## src/rtl/str_pkt_pkg.sv

```systemverilog
// Shared constants and types for the stream packetizer.
// Register offsets, counter widths and the framing FSM state.
package str_pkt_pkg;

    localparam int DN = 1;
    localparam int DW = 14;
    localparam int CW = 32;

    localparam logic [31:0] A_CTL = 32'h00;
    localparam logic [31:0] A_DEC = 32'h04;
    localparam logic [31:0] A_LEN = 32'h08;
    localparam logic [31:0] A_CNT = 32'h0C;
    localparam logic [31:0] A_STS = 32'h10;

    localparam logic [CW-1:0] DEC_RST = 32'd1;
    localparam logic [CW-1:0] LEN_RST = 32'd256;
    localparam logic [CW-1:0] CNT_RST = 32'd0;

    typedef enum logic [1:0] {
        ST_IDLE,
        ST_RUN,
        ST_LAST
    } state_e;

    function automatic logic [CW-1:0] nz(input logic [CW-1:0] v);
        return (v == '0) ? {{(CW-1){1'b0}}, 1'b1} : v;
    endfunction

endpackage

```

## src/rtl/str_pkt_if.sv

```systemverilog
// Stream and system-bus interfaces used by the packetizer.
// Stream data is DN lanes of DW bits packed into one beat.
interface axi4_stream_if #(
    parameter int DN = 1,
    parameter int DW = 14
);
    logic [DN*DW-1:0] TDATA;
    logic             TLAST;
    logic             TVALID;
    logic             TREADY;

    modport m (output TDATA, output TLAST, output TVALID, input TREADY);
    modport s (input TDATA, input TLAST, input TVALID, output TREADY);
endinterface

interface sys_bus_if;
    logic [31:0] addr;
    logic [31:0] wdata;
    logic [31:0] rdata;
    logic        wen;
    logic        ren;
    logic        ack;
    logic        err;

    modport s (input addr, input wdata, input wen, input ren,
               output rdata, output ack, output err);
    modport m (output addr, output wdata, output wen, output ren,
               input rdata, input ack, input err);
endinterface

```

## src/rtl/str_pkt_regs.sv

```systemverilog
// Register bank: bus decode, control strobes, sticky overflow
// and shadow copies of DEC/LEN/CNT latched when a run starts.
module str_pkt_regs
    import str_pkt_pkg::*;
(
    input  logic          clk,
    input  logic          rstn,
    sys_bus_if.s          bus,
    input  logic          running_i,
    input  logic          ovf_set_i,
    input  logic [CW-1:0] pkt_cnt_i,
    output logic          start_o,
    output logic          stop_o,
    output logic [CW-1:0] dec_o,
    output logic [CW-1:0] len_o,
    output logic [CW-1:0] cnt_o
);

    logic          ack_q;
    logic [31:0]   rdata_q;
    logic [31:0]   rd_d;
    logic          start_q;
    logic          stop_q;
    logic          ovf_q;
    logic [CW-1:0] dec_q;
    logic [CW-1:0] len_q;
    logic [CW-1:0] cnt_q;
    logic [CW-1:0] dec_s_q;
    logic [CW-1:0] len_s_q;
    logic [CW-1:0] cnt_s_q;

    // Stop wins over a simultaneous start.
    assign start_o   = start_q & ~stop_q;
    assign stop_o    = stop_q;
    assign dec_o     = dec_s_q;
    assign len_o     = len_s_q;
    assign cnt_o     = cnt_s_q;
    assign bus.ack   = ack_q;
    assign bus.rdata = rdata_q;
    assign bus.err   = 1'b0;

    always_comb begin
        rd_d = '0;
        case (bus.addr)
            A_CTL:   rd_d = {30'd0, ovf_q, running_i};
            A_DEC:   rd_d = dec_q;
            A_LEN:   rd_d = len_q;
            A_CNT:   rd_d = cnt_q;
            A_STS:   rd_d = pkt_cnt_i;
            default: rd_d = '0;
        endcase
    end

    always_ff @(posedge clk or negedge rstn) begin
        if (!rstn) begin
            ack_q   <= 1'b0;
            rdata_q <= '0;
            start_q <= 1'b0;
            stop_q  <= 1'b0;
            ovf_q   <= 1'b0;
            dec_q   <= DEC_RST;
            len_q   <= LEN_RST;
            cnt_q   <= CNT_RST;
            dec_s_q <= DEC_RST;
            len_s_q <= LEN_RST;
            cnt_s_q <= CNT_RST;
        end else begin
            ack_q   <= bus.wen | bus.ren;
            rdata_q <= bus.ren ? rd_d : '0;
            start_q <= 1'b0;
            stop_q  <= 1'b0;
            if (bus.wen) begin
                case (bus.addr)
                    A_CTL: begin
                        start_q <= bus.wdata[0];
                        stop_q  <= bus.wdata[1];
                    end
                    A_DEC:   dec_q <= bus.wdata;
                    A_LEN:   len_q <= bus.wdata;
                    A_CNT:   cnt_q <= bus.wdata;
                    default: ;
                endcase
            end
            if (ovf_set_i)
                ovf_q <= 1'b1;
            else if (bus.wen && bus.addr == A_STS)
                ovf_q <= 1'b0;
            if (start_o && !running_i) begin
                dec_s_q <= nz(dec_q);
                len_s_q <= nz(len_q);
                cnt_s_q <= cnt_q;
            end
        end
    end

endmodule

```

## src/rtl/str_pkt.sv

```systemverilog
// Stream packetizer: decimates the sample stream and frames it
// into TLAST-terminated packets under register control.
module str_pkt
    import str_pkt_pkg::*;
(
    input  logic clk,
    input  logic rstn,
    axi4_stream_if.s sti,
    axi4_stream_if.m sto,
    sys_bus_if.s     bus
);

    state_e           state_q;
    logic             rdy_q;
    logic             vld_q;
    logic             last_q;
    logic [DN*DW-1:0] data_q;
    logic [CW-1:0]    dec_cnt_q;
    logic [CW-1:0]    beat_cnt_q;
    logic [CW-1:0]    pkt_cnt_q;

    logic          start;
    logic          stop;
    logic [CW-1:0] dec_s;
    logic [CW-1:0] len_s;
    logic [CW-1:0] cnt_s;
    logic          running;
    logic          accept;
    logic          dec_hit;
    logic          due;
    logic          is_last;
    logic          send;
    logic          pend;
    logic          done;
    logic          ovf_set;
    logic [CW-1:0] pkt_inc;

    str_pkt_regs u_regs (
        .clk       (clk),
        .rstn      (rstn),
        .bus       (bus),
        .running_i (running),
        .ovf_set_i (ovf_set),
        .pkt_cnt_i (pkt_cnt_q),
        .start_o   (start),
        .stop_o    (stop),
        .dec_o     (dec_s),
        .len_o     (len_s),
        .cnt_o     (cnt_s)
    );

    assign sti.TREADY = rdy_q;
    assign sto.TVALID = vld_q;
    assign sto.TDATA  = data_q;
    assign sto.TLAST  = last_q;

    assign running = (state_q != ST_IDLE);
    assign accept  = sti.TVALID & rdy_q & running;
    assign dec_hit = (dec_cnt_q == dec_s - 1'b1);
    assign due     = accept & dec_hit;
    assign is_last = (beat_cnt_q == len_s - 1'b1);
    assign send    = vld_q & sto.TREADY;
    assign pend    = vld_q & ~send;
    assign pkt_inc = (pkt_cnt_q == '1) ? pkt_cnt_q : pkt_cnt_q + 1'b1;
    assign done    = (cnt_s != '0) && (pkt_inc == cnt_s);
    assign ovf_set = due & pend;

    always_ff @(posedge clk or negedge rstn) begin
        if (!rstn) begin
            state_q    <= ST_IDLE;
            rdy_q      <= 1'b0;
            vld_q      <= 1'b0;
            last_q     <= 1'b0;
            data_q     <= '0;
            dec_cnt_q  <= '0;
            beat_cnt_q <= '0;
            pkt_cnt_q  <= '0;
        end else begin
            rdy_q <= 1'b1;
            if (send)
                vld_q <= 1'b0;
            if (accept)
                dec_cnt_q <= dec_hit ? '0 : dec_cnt_q + 1'b1;
            unique case (state_q)
                ST_IDLE: begin
                    if (start) begin
                        state_q    <= ST_RUN;
                        dec_cnt_q  <= '0;
                        beat_cnt_q <= '0;
                        pkt_cnt_q  <= '0;
                    end
                end
                ST_RUN: begin
                    if (stop) begin
                        if (pend) begin
                            last_q  <= 1'b1;
                            state_q <= ST_IDLE;
                        end else if (due) begin
                            vld_q   <= 1'b1;
                            data_q  <= sti.TDATA;
                            last_q  <= 1'b1;
                            state_q <= ST_IDLE;
                        end else begin
                            state_q <= ST_LAST;
                        end
                    end else if (due) begin
                        beat_cnt_q <= is_last ? '0 : beat_cnt_q + 1'b1;
                        if (is_last)
                            pkt_cnt_q <= pkt_inc;
                        if (!pend) begin
                            vld_q  <= 1'b1;
                            data_q <= sti.TDATA;
                            last_q <= is_last;
                        end
                        // A dropped final beat still ends the run cleanly.
                        if (is_last && done) begin
                            state_q <= ST_IDLE;
                            if (pend)
                                last_q <= 1'b1;
                        end
                    end
                end
                ST_LAST: begin
                    if (due && !pend) begin
                        vld_q   <= 1'b1;
                        data_q  <= sti.TDATA;
                        last_q  <= 1'b1;
                        state_q <= ST_IDLE;
                    end
                end
                default: state_q <= ST_IDLE;
            endcase
        end
    end

endmodule

```

## src/flat_wrapper.sv

```systemverilog
// flat-port wrapper written by rule: the top's interface ports become plain ports
module str_pkt_flat import str_pkt_pkg::*;
  (clk, rstn, sti_TDATA, sti_TLAST, sti_TVALID, sti_TREADY, sto_TDATA, sto_TLAST, sto_TVALID, sto_TREADY, bus_addr, bus_wdata, bus_wen, bus_ren, bus_rdata, bus_ack, bus_err);
  axi4_stream_if sti_i ();
  axi4_stream_if sto_i ();
  sys_bus_if bus_i ();
  input  logic clk;
  input  logic rstn;
  input wire logic [$bits(sti_i.TDATA)-1:0] sti_TDATA;
  input wire logic [$bits(sti_i.TLAST)-1:0] sti_TLAST;
  input wire logic [$bits(sti_i.TVALID)-1:0] sti_TVALID;
  output wire logic [$bits(sti_i.TREADY)-1:0] sti_TREADY;
  output wire logic [$bits(sto_i.TDATA)-1:0] sto_TDATA;
  output wire logic [$bits(sto_i.TLAST)-1:0] sto_TLAST;
  output wire logic [$bits(sto_i.TVALID)-1:0] sto_TVALID;
  input wire logic [$bits(sto_i.TREADY)-1:0] sto_TREADY;
  input wire logic [$bits(bus_i.addr)-1:0] bus_addr;
  input wire logic [$bits(bus_i.wdata)-1:0] bus_wdata;
  input wire logic [$bits(bus_i.wen)-1:0] bus_wen;
  input wire logic [$bits(bus_i.ren)-1:0] bus_ren;
  output wire logic [$bits(bus_i.rdata)-1:0] bus_rdata;
  output wire logic [$bits(bus_i.ack)-1:0] bus_ack;
  output wire logic [$bits(bus_i.err)-1:0] bus_err;
  assign sti_i.TDATA = sti_TDATA;
  assign sti_i.TLAST = sti_TLAST;
  assign sti_i.TVALID = sti_TVALID;
  assign sti_TREADY = sti_i.TREADY;
  assign sto_TDATA = sto_i.TDATA;
  assign sto_TLAST = sto_i.TLAST;
  assign sto_TVALID = sto_i.TVALID;
  assign sto_i.TREADY = sto_TREADY;
  assign bus_i.addr = bus_addr;
  assign bus_i.wdata = bus_wdata;
  assign bus_i.wen = bus_wen;
  assign bus_i.ren = bus_ren;
  assign bus_rdata = bus_i.rdata;
  assign bus_ack = bus_i.ack;
  assign bus_err = bus_i.err;
  str_pkt u_core (.clk(clk), .rstn(rstn), .sti(sti_i), .sto(sto_i), .bus(bus_i));
endmodule
```

## config.mk

```make
export PLATFORM = sky130hd
export DESIGN_NAME = str_pkt_flat
export DESIGN_NICKNAME = d
export VERILOG_FILES = /design/src/rtl/str_pkt_pkg.sv /design/src/rtl/str_pkt_if.sv /design/src/rtl/str_pkt_regs.sv /design/src/rtl/str_pkt.sv /design/src/flat_wrapper.sv
export SDC_FILE = /design/constraint.sdc
export NUM_CORES = 1
export LEC_CHECK = 0
export CAP_MARGIN = 30
export CORE_ASPECT_RATIO = 1.75
export CORE_MARGIN = 2
export CORE_UTILIZATION = 57
export DETAILED_ROUTE_END_ITERATION = 7
export GPL_TIMING_DRIVEN = 1
export PLACE_DENSITY = 0.78
export SETUP_SLACK_MARGIN = 0.1
export SLEW_MARGIN = 20
export SYNTH_ARGS = -nofsm -noshare
export SYNTH_HDL_FRONTEND = slang
export SYNTH_SLANG_ARGS = --single-unit
```

## constraint.sdc

```tcl
create_clock -name clk -period 5.2 [get_ports clk]
set_input_delay 0.52 -clock clk [delete_from_list [all_inputs] [get_ports clk]]
set_output_delay 0.52 -clock clk [all_outputs]
set_load 0.02 [all_outputs]
```

==> impl.org <==
** Global routing
- Tot GR Track Use :: 36.2%
- Antenna violations before repair :: 1
- The first global-routing pass estimated between 90000 and 100000 µm of wire.
- Pin count of the biggest net entering global routing :: 136
- After global routing the overflow that remains totals 0.
- Number of global-route vias before repair :: approximately 17000

** Outcome
- The final reports fail on negative hold slack.
- The run finished, with violations left.

** Die
- After floorplanning, the core was divided into 89 placement rows.
- Initial standard-cell utilization of the core :: about three fifths
- Core box area :: 33700 µm²
- Die boundary height :: between 200 and 250 µm
- Die area :: 35900 µm²
- roughly 140 I/O pins were placed.
- Horiz. Die Dim :: 144 µm

** Clocking
- The clock reaches the later pin of the worst-skew pair after 0.54 ns.
- Clock-pin slew was measured on the worst setup and hold paths at about 0.070 ns.
- CTS H-tree lvls :: 2
- Clock tree from TritonCTS :: built
- CTS Sinks :: 343
- TritonCTS created 35 clock buffers.
- Hold repair after CTS inserted 0 buffers.
- Gates resized during post-CTS repair numbered 0.
- CTS Root Buffer Type :: sky130_fd_sc_hd__clkbuf_16
- Max Root-Sink Buffers :: 3
- Post-CTS timing repair inserted 0 buffers for setup.

** Detailed routing
- Post-detailed-route DRC marker count :: 0
- In this run the remaining antenna-violating nets after routing total 0.
- Vias :: 16600
- Via density per instance :: 6.65
- Overall routed net length :: 64000 µm
- Number of violations reported at the end of detailed-routing iteration 0 :: 1392
- Wirelength per Cell :: approximately 26 µm
- Iteration count of the initial detailed-routing pass :: 7

** Worst setup path
- Path depth of the worst reg2reg path :: 13
- In this run the worst path has a maximum fanout of 11.
- Worst R2R Start :: u_core.u_regs.dec_o[0]$_DFFE_PN1P_
- Crit Path Category :: flop to flop
- The worst setup path is launched from a flop.
- Crit. Startpoint :: u_core.u_regs.dec_o[0]$_DFFE_PN1P_
- Setup slack on the worst reg-to-reg path comes out at 0.39 ns.
- For the worst setup path, the data required time is 5.64 ns.
- Data arrives at the worst endpoint at 5.26 ns.
- The endpoint identified for the worst register-to-register timing path is u_core.pkt_cnt_q[0]$_DFFE_PN0P_.
- CP endpoint kind :: flop

** Synth
- Summing the areas of all and, or, nand and nor instances in the mapped netlist gives about a fifth of the synthesized area.
- Counting every net in the synthesized netlist gives 2010.
- Count of different cell masters after synthesis :: 89
- Post-synthesis instance total :: 1917
- Mux share of post-synthesis cell area :: 14.4%
- Yosys printed 0 warnings.
- Post-Syn Area per Cell :: 10.2 µm²
- The synthesized netlist devotes 0.511% of its cell area to adder and majority cells.
- Top cells by area in the synthesized netlist :: sky130_fd_sc_hd__dfrtp_1, sky130_fd_sc_hd__mux2_2, sky130_fd_sc_hd__xnor2_1, sky130_fd_sc_hd__xor2_1, sky130_fd_sc_hd__nor2_1
- After synthesis, the share of flip-flops with an asynchronous set or reset is 100%.
- Dominant combinational cell family by area after synthesis :: simple AND/OR/NAND/NOR gates
- The share of the Yosys chip area taken by registers is 43.9%.
- Cell Area, Synth :: 19600 µm²
- Among all cell types in the netlist, the one instantiated most often is sky130_fd_sc_hd__dfrtp_1.
- Count of flip-flops with a built-in enable after synthesis :: 0
- In the synthesized netlist, the cells that appear most often are sky130_fd_sc_hd__dfrtp_1, sky130_fd_sc_hd__mux2_2, sky130_fd_sc_hd__nor2_1.
- In this run, synthesis produced a sequential element count of 343.
- Post-synthesis compound-gate area fraction :: 11.7%
- Post-Synth XOR/XNOR Area :: 7.19%
- The largest total area in the synthesized netlist belongs to sky130_fd_sc_hd__dfrtp_1.
- After synthesis, the largest area contributor takes up 43.3% of total cell area.
- Most used DFF post-synth :: sky130_fd_sc_hd__dfrtp_1

** Power
- VDD sags by at most 0.229 mV.
- Leakage dissipation :: 10.1 nW
- Total power density per cell area :: 239 nW/µm²

** Timing
- The tightest hold path in the finished design has a slack of -0.0228 ns.
- Ratio of final minimum period to clock period :: between 90% and 100%
- Total negative slack for setup checks :: 0 ns
- For the final database, setup skew stands at 0.0160 ns.
- Measured slew at the worst slew-check pin :: 1.03 ns
- Number of failing setup endpoints in the final timing report :: 0
- Slew HR :: between 30% and 40%
- Fmax :: 208 MHz
- Final critical path time including I/O delays and setup :: 4.81 ns
- Max-slew violation count :: 0
- Setup repair after global routing missed its margin :: no
- The final count of hold timing violations was 5.

** Placement
- The wire-length estimate of the detail-placed layout is 47500 µm.
- Routability-driven placement finished with a final weighted congestion of 1.01.
- Placed Area :: 21500 µm²
- I/O Buffers :: 133

** Cells and area
- Fin nets :: about 2100
- Number of inserted diodes :: 0
- Cells with a size suffix above 1 make up 19.2% of the layout.
- Synthesis-to-finish area growth :: 15.7%
- Summing all non-filler instances in the final layout gives an area of about 23000 µm².

** Flow run
- Max-Cap Viols :: 0

** Worst hold path
- Worst hold path type :: input port to asynchronous set/reset pin
## sequential cells by signal, summed over array words and instances, names as in the netlist
signal	flops
u_core.beat_cnt_q	32
u_core.dec_cnt_q	32
u_core.pkt_cnt_q	32
u_core.state_q	2
u_core.sti.TREADY	1
u_core.sto.TDATA	14
u_core.sto.TLAST	1
u_core.sto.TVALID	1
u_core.u_regs.bus.ack	1
u_core.u_regs.bus.rdata	32
u_core.u_regs.cnt_o	32
u_core.u_regs.cnt_q	32
u_core.u_regs.dec_o	32
u_core.u_regs.dec_q	32
u_core.u_regs.len_o	32
u_core.u_regs.len_q	32
u_core.u_regs.ovf_q	1
u_core.u_regs.start_q	1
u_core.u_regs.stop_o	1
## how the worst max path moves through the flow
stage                                            end  cells past startpoint
global route        u_core.pkt_cnt_q[23]$_DFFE_PN0P_                     13
CTS                  u_core.pkt_cnt_q[9]$_DFFE_PN0P_                     12
finish               u_core.pkt_cnt_q[0]$_DFFE_PN0P_                     13
floorplan            u_core.pkt_cnt_q[0]$_DFFE_PN0P_                     12
global placement     u_core.pkt_cnt_q[9]$_DFFE_PN0P_                     12
detailed placement   u_core.pkt_cnt_q[0]$_DFFE_PN0P_                     13
## where the power goes
part | internal [mW] | switching (mW)
logic | 0.0698 | 0.0884
clock network | 1.49 | 1.08
registers | 2.67 | 0.00357
total | 4.23 | 1.17
## worst max-delay path, stage by stage (launching register included)
cell	delay, ns
sky130_fd_sc_hd__dfstp_2	0.39
sky130_fd_sc_hd__inv_1	0.09
sky130_fd_sc_hd__ha_1	0.25
sky130_fd_sc_hd__nor4b_1	0.76
sky130_fd_sc_hd__nand4_1	0.37
sky130_fd_sc_hd__buf_4	0.27
sky130_fd_sc_hd__nor4_2	0.27
sky130_fd_sc_hd__a211o_1	0.14
sky130_fd_sc_hd__o21ai_1	0.12
sky130_fd_sc_hd__or4_4	0.58
sky130_fd_sc_hd__or4b_4	0.70
sky130_fd_sc_hd__buf_4	0.20
sky130_fd_sc_hd__or4_1	0.49
sky130_fd_sc_hd__o221ai_1	0.09
## metal layers
metal  vias to the layer above  global-route usage (%)  wire (µm)
li1                       7364                       -          -
met2                       712                    63.8      33200
met3                       287                    4.90       3270
met5                         -                       0         13
met1                      8257                    38.1      21600
met4                         2                    27.7       5930
## final cells by class
cell class | instances | area [µm²]
Tap cell | 455 | 569
Fill cell | 2605 | 11100
Timing Repair Buffer | 190 | 1820
Clock inverter | 12 | 119
Clock buffer | 49 | 1030
Multi-Input combinational cell | 1426 | 10400
Sequential cell | 343 | 8590
Inverter | 26 | 97.6
## layout by cell type, fill, tap and decap left out, types with 25 or more instances in the layout
cell	synthesis	layout
sky130_fd_sc_hd__a21oi_1	40	40
sky130_fd_sc_hd__xnor2_1	80	80
sky130_fd_sc_hd__clkbuf_16	0	37
sky130_fd_sc_hd__or3_1	34	34
sky130_fd_sc_hd__nand2b_1	25	25
sky130_fd_sc_hd__and3_1	25	25
sky130_fd_sc_hd__nor3_1	44	43
sky130_fd_sc_hd__nand4_1	47	47
sky130_fd_sc_hd__inv_1	26	26
sky130_fd_sc_hd__nand3_1	64	64
sky130_fd_sc_hd__a222oi_1	27	27
sky130_fd_sc_hd__or4_1	25	25
sky130_fd_sc_hd__clkdlybuf4s50_1	0	132
sky130_fd_sc_hd__dfrtp_1	339	339
sky130_fd_sc_hd__o211ai_1	29	29
sky130_fd_sc_hd__nor4_1	61	61
sky130_fd_sc_hd__buf_4	1	51
sky130_fd_sc_hd__mux2_2	242	242
sky130_fd_sc_hd__nor2_1	163	162
sky130_fd_sc_hd__nand2_1	110	110
sky130_fd_sc_hd__xor2_1	78	78
sky130_fd_sc_hd__o21ai_0	37	36
## cell families after synthesis
logic type                 Yosys count
AOI/OAI and AO/OA                  303
buffers and inverters              148
and+or+nand+nor                    703
DFF                                343
adders and majority gates            8
muxes                              251
xor gates and xnor gates           159
other                                2
## per-stage QoR
step | util, % | power, mW | cells | worst slack (ns)
after floorplan | - | 2.75 | 1917 | 1.24
after global placement | 63.7 | 2.88 | 2438 | 0.483
after detailed placement | 63.7 | 2.88 | 2438 | 0.454
after CTS | 67.1 | 5.42 | 2499 | 0.440
after global routing | 67.1 | 5.55 | 2501 | 0.221
final | 67.1 | 5.40 | 2501 | 0.385
Note: power is estimated with default switching activity, not from simulation.
